## config.mk

```make
export PLATFORM = sky130hd
export DESIGN_NAME = serial_sub32
export DESIGN_NICKNAME = d
export VERILOG_FILES = /design/src/rtl/alu_pkg.sv /design/src/rtl/sub4.sv /design/src/rtl/serial_sub32.sv
export SDC_FILE = /design/constraint.sdc
export NUM_CORES = 1
export LEC_CHECK = 0
export CAP_MARGIN = 10
export CORE_UTILIZATION = 41
export CTS_BUF_LIST = sky130_fd_sc_hd__clkbuf_8 sky130_fd_sc_hd__clkbuf_16
export DETAILED_ROUTE_END_ITERATION = 6
export GPL_TIMING_DRIVEN = 1
export PLACE_DENSITY = 0.68
export SLEW_MARGIN = 20
export SYNTH_ARGS = -nofsm -noshare
export SYNTH_HDL_FRONTEND = slang
export SYNTH_SLANG_ARGS = --single-unit
```

## constraint.sdc

```tcl
create_clock -name clk -period 4.3 [get_ports clk]
set_input_delay 0.645 -clock clk [delete_from_list [all_inputs] [get_ports clk]]
set_output_delay 0.645 -clock clk [all_outputs]
set_load 0.05 [all_outputs]
```

## src/rtl/alu_pkg.sv

```systemverilog
// Shared ALU definitions: datapath width, per-cycle slice width and the
// sequencing states used by the multi-cycle arithmetic blocks.
package alu_pkg;

    localparam int ALU_WIDTH = 32;
    localparam int SLICE_W   = 4;
    localparam int NIBBLES   = ALU_WIDTH / SLICE_W;

    typedef enum logic [1:0] {
        IDLE = 2'd0,
        RUN  = 2'd1,
        DONE = 2'd2
    } state_t;

endpackage

```

## src/rtl/sub4.sv

```systemverilog
// 4-bit ripple-borrow subtractor: {bout, d} = a - b - bin.
// Ports:
//   a, b  : 4-bit minuend / subtrahend
//   bin   : borrow-in
//   d     : 4-bit difference
//   bout  : borrow-out (1 when a < b + bin)
module sub4 (
    input  logic [3:0] a,
    input  logic [3:0] b,
    input  logic       bin,
    output logic [3:0] d,
    output logic       bout
);

    logic [4:0] br;

    // Four full-subtractor cells chained through br.
    always_comb begin
        br    = '0;
        d     = '0;
        br[0] = bin;
        for (int unsigned i = 0; i < 4; i++) begin
            d[i]    = a[i] ^ b[i] ^ br[i];
            br[i+1] = (~a[i] & b[i]) | (~(a[i] ^ b[i]) & br[i]);
        end
        bout = br[4];
    end

endmodule

```

## src/rtl/serial_sub32.sv

```systemverilog
// Multi-cycle subtractor: computes a - b - bin one 4-bit nibble per cycle,
// least-significant nibble first, and reports unsigned borrow, zero, signed
// overflow and signed less-than flags under a start/busy/done handshake.
// Ports:
//   clk, rst         : clock, synchronous active-high reset
//   start            : request, accepted in IDLE or DONE
//   a, b, bin        : operands and borrow-in, latched on accepted start
//   busy             : nibbles being processed
//   done             : one-cycle pulse, result valid
//   diff             : a - b - bin modulo 2^WIDTH
//   bout, zero, ovf, lt : borrow, diff==0, signed overflow, signed a<b
module serial_sub32
    import alu_pkg::*;
#(
    parameter int WIDTH = ALU_WIDTH,
    parameter int SLICE = SLICE_W
) (
    input  logic             clk,
    input  logic             rst,
    input  logic             start,
    input  logic [WIDTH-1:0] a,
    input  logic [WIDTH-1:0] b,
    input  logic             bin,
    output logic             busy,
    output logic             done,
    output logic [WIDTH-1:0] diff,
    output logic             bout,
    output logic             zero,
    output logic             ovf,
    output logic             lt
);

    localparam int NIB = WIDTH / SLICE;
    localparam int KW  = (NIB > 1) ? $clog2(NIB) : 1;
    localparam logic [KW-1:0] K_LAST = KW'(NIB - 1);

    state_t            state, state_nxt;
    logic [KW-1:0]     k;
    logic [WIDTH-1:0]  a_r, b_r;
    logic              brw;
    logic              accept;
    logic              last;

    logic [SLICE-1:0]  s_a, s_b, s_d;
    logic              s_bout;
    logic [WIDTH-1:0]  diff_nxt;
    logic              ovf_nxt;

    // ---------------- FSM ----------------
    always_ff @(posedge clk) begin
        if (rst) state <= IDLE;
        else     state <= state_nxt;
    end

    always_comb begin
        state_nxt = state;
        accept    = 1'b0;
        last      = 1'b0;
        busy      = 1'b0;
        done      = 1'b0;
        case (state)
            IDLE: begin
                if (start) begin
                    accept    = 1'b1;
                    state_nxt = RUN;
                end
            end
            RUN: begin
                busy = 1'b1;
                if (k == K_LAST) begin
                    last      = 1'b1;
                    state_nxt = DONE;
                end
            end
            DONE: begin
                done = 1'b1;
                if (start) begin
                    accept    = 1'b1;
                    state_nxt = RUN;
                end else begin
                    state_nxt = IDLE;
                end
            end
            default: state_nxt = IDLE;
        endcase
    end

    // ---------------- Datapath ----------------
    assign s_a = a_r[int'(k)*SLICE +: SLICE];
    assign s_b = b_r[int'(k)*SLICE +: SLICE];

    sub4 u_sub4 (
        .a    (s_a),
        .b    (s_b),
        .bin  (brw),
        .d    (s_d),
        .bout (s_bout)
    );

    // Flags are derived from the diff value including the nibble written
    // this cycle, so they register together with the last nibble.
    always_comb begin
        diff_nxt                         = diff;
        diff_nxt[int'(k)*SLICE +: SLICE] = s_d;
        ovf_nxt = (a_r[WIDTH-1] != b_r[WIDTH-1]) &&
                  (diff_nxt[WIDTH-1] != a_r[WIDTH-1]);
    end

    always_ff @(posedge clk) begin
        if (rst) begin
            k    <= '0;
            a_r  <= '0;
            b_r  <= '0;
            brw  <= 1'b0;
            diff <= '0;
            bout <= 1'b0;
            zero <= 1'b0;
            ovf  <= 1'b0;
            lt   <= 1'b0;
        end else if (accept) begin
            k    <= '0;
            a_r  <= a;
            b_r  <= b;
            brw  <= bin;
            diff <= '0;
            bout <= 1'b0;
            zero <= 1'b0;
            ovf  <= 1'b0;
            lt   <= 1'b0;
        end else if (state == RUN) begin
            diff <= diff_nxt;
            brw  <= s_bout;
            k    <= k + 1'b1;
            if (last) begin
                bout <= s_bout;
                zero <= (diff_nxt == '0);
                ovf  <= ovf_nxt;
                lt   <= diff_nxt[WIDTH-1] ^ ovf_nxt;
            end
        end
    end

endmodule

```

==> impl_results.rst <==
.. list-table::
   :header-rows: 1

   * - Metric
     - Value
   * - Result of the run
     - finished, violations left
   * - Violated checks
     - design-rule violations
   * - Antenna viol nets, final
     - 0
   * - Slew Limit Fails
     - 0
   * - Per-cell via count in the routed design
     - 5.226
   * - Worst hold path depth
     - 2
   * - Share of the cycle needed by the critical path after routing
     - 0.9194
   * - Share of cells above drive strength 1
     - 0.09077
   * - Overflow left after global routing
     - 0
   * - Sink of the worst hold path
     - b_r[23]$_SDFFE_PP0P_
   * - Pleak
     - 2.335 nW
   * - Leading cell type in the layout, fill and taps excluded
     - nand2_1
   * - Unrepaired setup endpoints after global routing
     - false
   * - Pin count of the biggest net entering global routing
     - 70
   * - Final instance count without filler cells
     - 804
   * - Highest clock rate
     - 252.9 MHz
   * - Routability cong.
     - 0.8566
   * - Overall Power
     - 2.228 mW
   * - Kind of critical path
     - reg2reg
   * - Growth of design area from synthesis to finish
     - 29.39%
   * - Max IR drop VDD
     - 185.7 uV
   * - Count of flip-flops with a built-in enable after synthesis
     - 0
   * - Number of cells on the worst reg-to-reg path
     - 15
   * - Top Ports
     - 106
   * - Count of fill cells added during filler insertion
     - 1,080
   * - Final Util
     - 0.5477
   * - Cell chosen for the clock root
     - clkbuf_16
   * - Post-synth top flop
     - dfxtp_1
   * - Die width
     - 111.0 um
   * - Total placed instance area
     - 6015 um^2
   * - Number of antenna violations at the first check in global routing
     - 0
   * - Critical Path End Type
     - flip-flop
   * - Count of buffers added by post-CTS timing repair for setup
     - 0
   * - Number of global-route vias before repair
     - 4,312
   * - Path class of the lowest-slack min-delay path
     - reg2reg
   * - Sequential cell area fraction in the yosys report
     - 0.4353
   * - Antenna Cells
     - 0
   * - Initial Util
     - 0.4233
   * - Final Hold Vio Count
     - 0
   * - Nets
     - 736
   * - Routed length per placed instance
     - 15.88 um
   * - Synthesized area divided by synthesized cell count
     - 8.552 um^2
   * - Post-synthesis instance area
     - 4875 um^2
   * - Global-route total usage across every layer
     - 0.2182
   * - Htree depth
     - 3
   * - Startpoint of the lowest-slack register-to-register path
     - k[0]$_SDFFE_PP0P_
   * - Clock-pin slew of the registers on the worst-case setup and hold paths
     - 0.07 ns
   * - DRC
     - 14
   * - Transition time at the pin with the least slew margin
     - 0.9143 ns
   * - # placed instances
     - 789
   * - Worst clock skew on the final layout
     - 0.005350 ns
   * - Resized Gates After CTS
     - 0
   * - Relative max-transition margin
     - 0.3891
   * - Required time of the worst setup path
     - 4.58 ns
   * - Clock buffers created by TritonCTS
     - 9
   * - Total wire length after detailed routing
     - 12.76 mm
   * - Commonest cells after routing, fill and taps aside
     - nand2_1, dfxtp_1, clkdlybuf4s50_1
   * - Number of synthesized register bits
     - 106
   * - Core footprint
     - 11,520 um^2
   * - Worst Min Path Start
     - b_r[23]$_SDFFE_PP0P_
   * - Distinct cell type count of the synthesized netlist
     - 48
   * - Global-route wire length before repair
     - 21.35 mm
   * - Startpoint type of the worst setup path
     - flip-flop
   * - HPWL Detailed
     - 9.458 mm
   * - Detailed Route Iter0 Violations
     - 245
   * - Setup total negative slack
     - 0 ns
   * - R2R setup slack
     - 0.35 ns
   * - Port Buffer Count
     - 105
   * - Worst reg2reg path endpoint
     - zero$_SDFFE_PP0P_
   * - Die Y
     - 111.0 um
   * - Nets in the synthesized netlist
     - 649
   * - Largest fanout on the critical path
     - 10
   * - Insertion delay to the later sink of the worst-skew pair
     - 0.35 ns
   * - Row cnt
     - 39
   * - Number of instances in the synthesized netlist
     - 570
   * - Async SR Flop Fraction
     - 0
   * - Max-Cap Viols
     - 0
   * - Final design area excluding fillers
     - 6307 um^2
   * - Final number of setup-violating endpoints
     - 0
   * - TritonCTS clock tree
     - done
   * - Count of synthesis-stage warnings from yosys
     - 0
   * - Total vias in the final route
     - 4,202
   * - Crit path arrival time
     - 4.23 ns
   * - CTS Hold Bufs
     - 0
   * - Post-route minimum period
     - 3.954 ns
   * - First-pass iteration count of the detailed router
     - 7
   * - Ratio of total power to cell area
     - 353.3 nW/um^2
   * - Worst-case clock buffer depth
     - 2
   * - Die ar.
     - 12,330 um^2
   * - Num Clock Sinks
     - 106
-- worst max path at each step --
stage,startpoint,endpoint,slack (ns),cells past startpoint
after global placement,k[0]$_SDFFE_PP0P_,zero$_SDFFE_PP0P_,0.44,15
after global routing,k[0]$_SDFFE_PP0P_,zero$_SDFFE_PP0P_,0.08,14
after detailed placement,k[0]$_SDFFE_PP0P_,zero$_SDFFE_PP0P_,0.33,14
after CTS,k[0]$_SDFFE_PP0P_,zero$_SDFFE_PP0P_,0.30,14
after floorplan,k[0]$_SDFFE_PP0P_,lt$_SDFFE_PP0P_,0.22,14
final,k[0]$_SDFFE_PP0P_,zero$_SDFFE_PP0P_,0.35,15
-- metrics by stage --
stage                     hold WS (ns)  worst slack (ns)
after floorplan                 0.4331            0.2197
after global placement          0.4430            0.4389
after detailed placement        0.4458            0.3294
after CTS                       0.4549            0.3025
after global routing            0.4669           0.07881
final                           0.4524            0.3464
-- critical path: stages, from the launching register on --
cell and delay, ns:
dfxtp_2 0.52, mux4_2 0.54, nand2_1 0.08, nand2_1 0.08, fa_1 0.36, inv_1 0.08, fa_1 0.19, fa_1 0.17
inv_1 0.05, fa_1 0.71, nand2b_1 0.18, nor3b_2 0.18, mux2i_1 0.09, a2111oi_2 0.35, o2111ai_1 0.16, o21ai_1 0.16
-- where the power goes --
| group | internal [mW] | total (mW) | switching, mW |
|---|---|---|---|
| registers | 1.02 | 1.05 | 0.0309 |
| clock network | 0.463 | 0.822 | 0.359 |
| logic | 0.158 | 0.352 | 0.194 |
| total | 1.64 | 2.23 | 0.584 |
-- cells in the mapped netlist (all sizes together) (2+ instances only) --
cell type / instances / area (um^2)
ha: 7 / 87.58
buf: 16 / 77.57
clkbuf: 21 / 78.83
nor2: 52 / 195.2
a2111oi: 2 / 42.54
and2: 8 / 50.05
o21ai: 7 / 35.03
nor4: 6 / 43.79
inv: 8 / 30.03
or3: 2 / 12.51
fa: 4 / 80.08
nand3: 6 / 30.03
dfxtp: 106 / 2122
nor3b: 4 / 45.05
mux2i: 30 / 304.0
nor3: 6 / 46.30
mux2: 3 / 33.78
nand4: 2 / 12.51
mux4: 16 / 360.4
a21oi: 78 / 394.1
nand2: 162 / 613.1
nand2b: 6 / 37.54
nor2b: 4 / 25.02
a311oi: 2 / 17.52
-- area by class of cell --
class | count | area, um^2 | area share
Clock buffer | 10 | 239.0 | 0.03789
Clock inverter | 5 | 53.80 | 0.008530
Inverter | 8 | 30.03 | 0.004761
Multi-Input combinational cell | 419 | 2576 | 0.4085
Sequential cell | 106 | 2123 | 0.3366
Tap cell | 143 | 178.9 | 0.02837
Timing Repair Buffer | 113 | 1106 | 0.1754
-- logic make-up (layout without fill, tap and decap cells) --
logic type               Yosys count  after routing  synth area share
XOR/XNOR                           1              1          0.001797
AND/OR/NAND/NOR                  263            263            0.2361
buffers and inverters             45            136           0.03824
AO/OA/AOI/OAI                     94             94            0.1086
flip-flops                       106            106            0.4353
multiplexers                      49             49            0.1432
adder cells (fa/ha/maj)           12             12           0.03670
-- per-layer routing --
metal / up-vias / GRT usage / share of wire
met5: - / 0 / 0
met4: 0 / 0.07477 / 0.018
met3: 17 / 0.04101 / 0.042
met2: 102 / 0.3715 / 0.48
met1: 1985 / 0.2775 / 0.46
li1: 2098 / - / -
-- registers in the layout, indices dropped and copies added (netlist names) --
signal  flops
brw         1
k           3
ovf         1
diff       32
state       2
zero        1
a_r        32
bout        1
lt          1
b_r        32
Note: power is estimated with default switching activity, not from simulation.
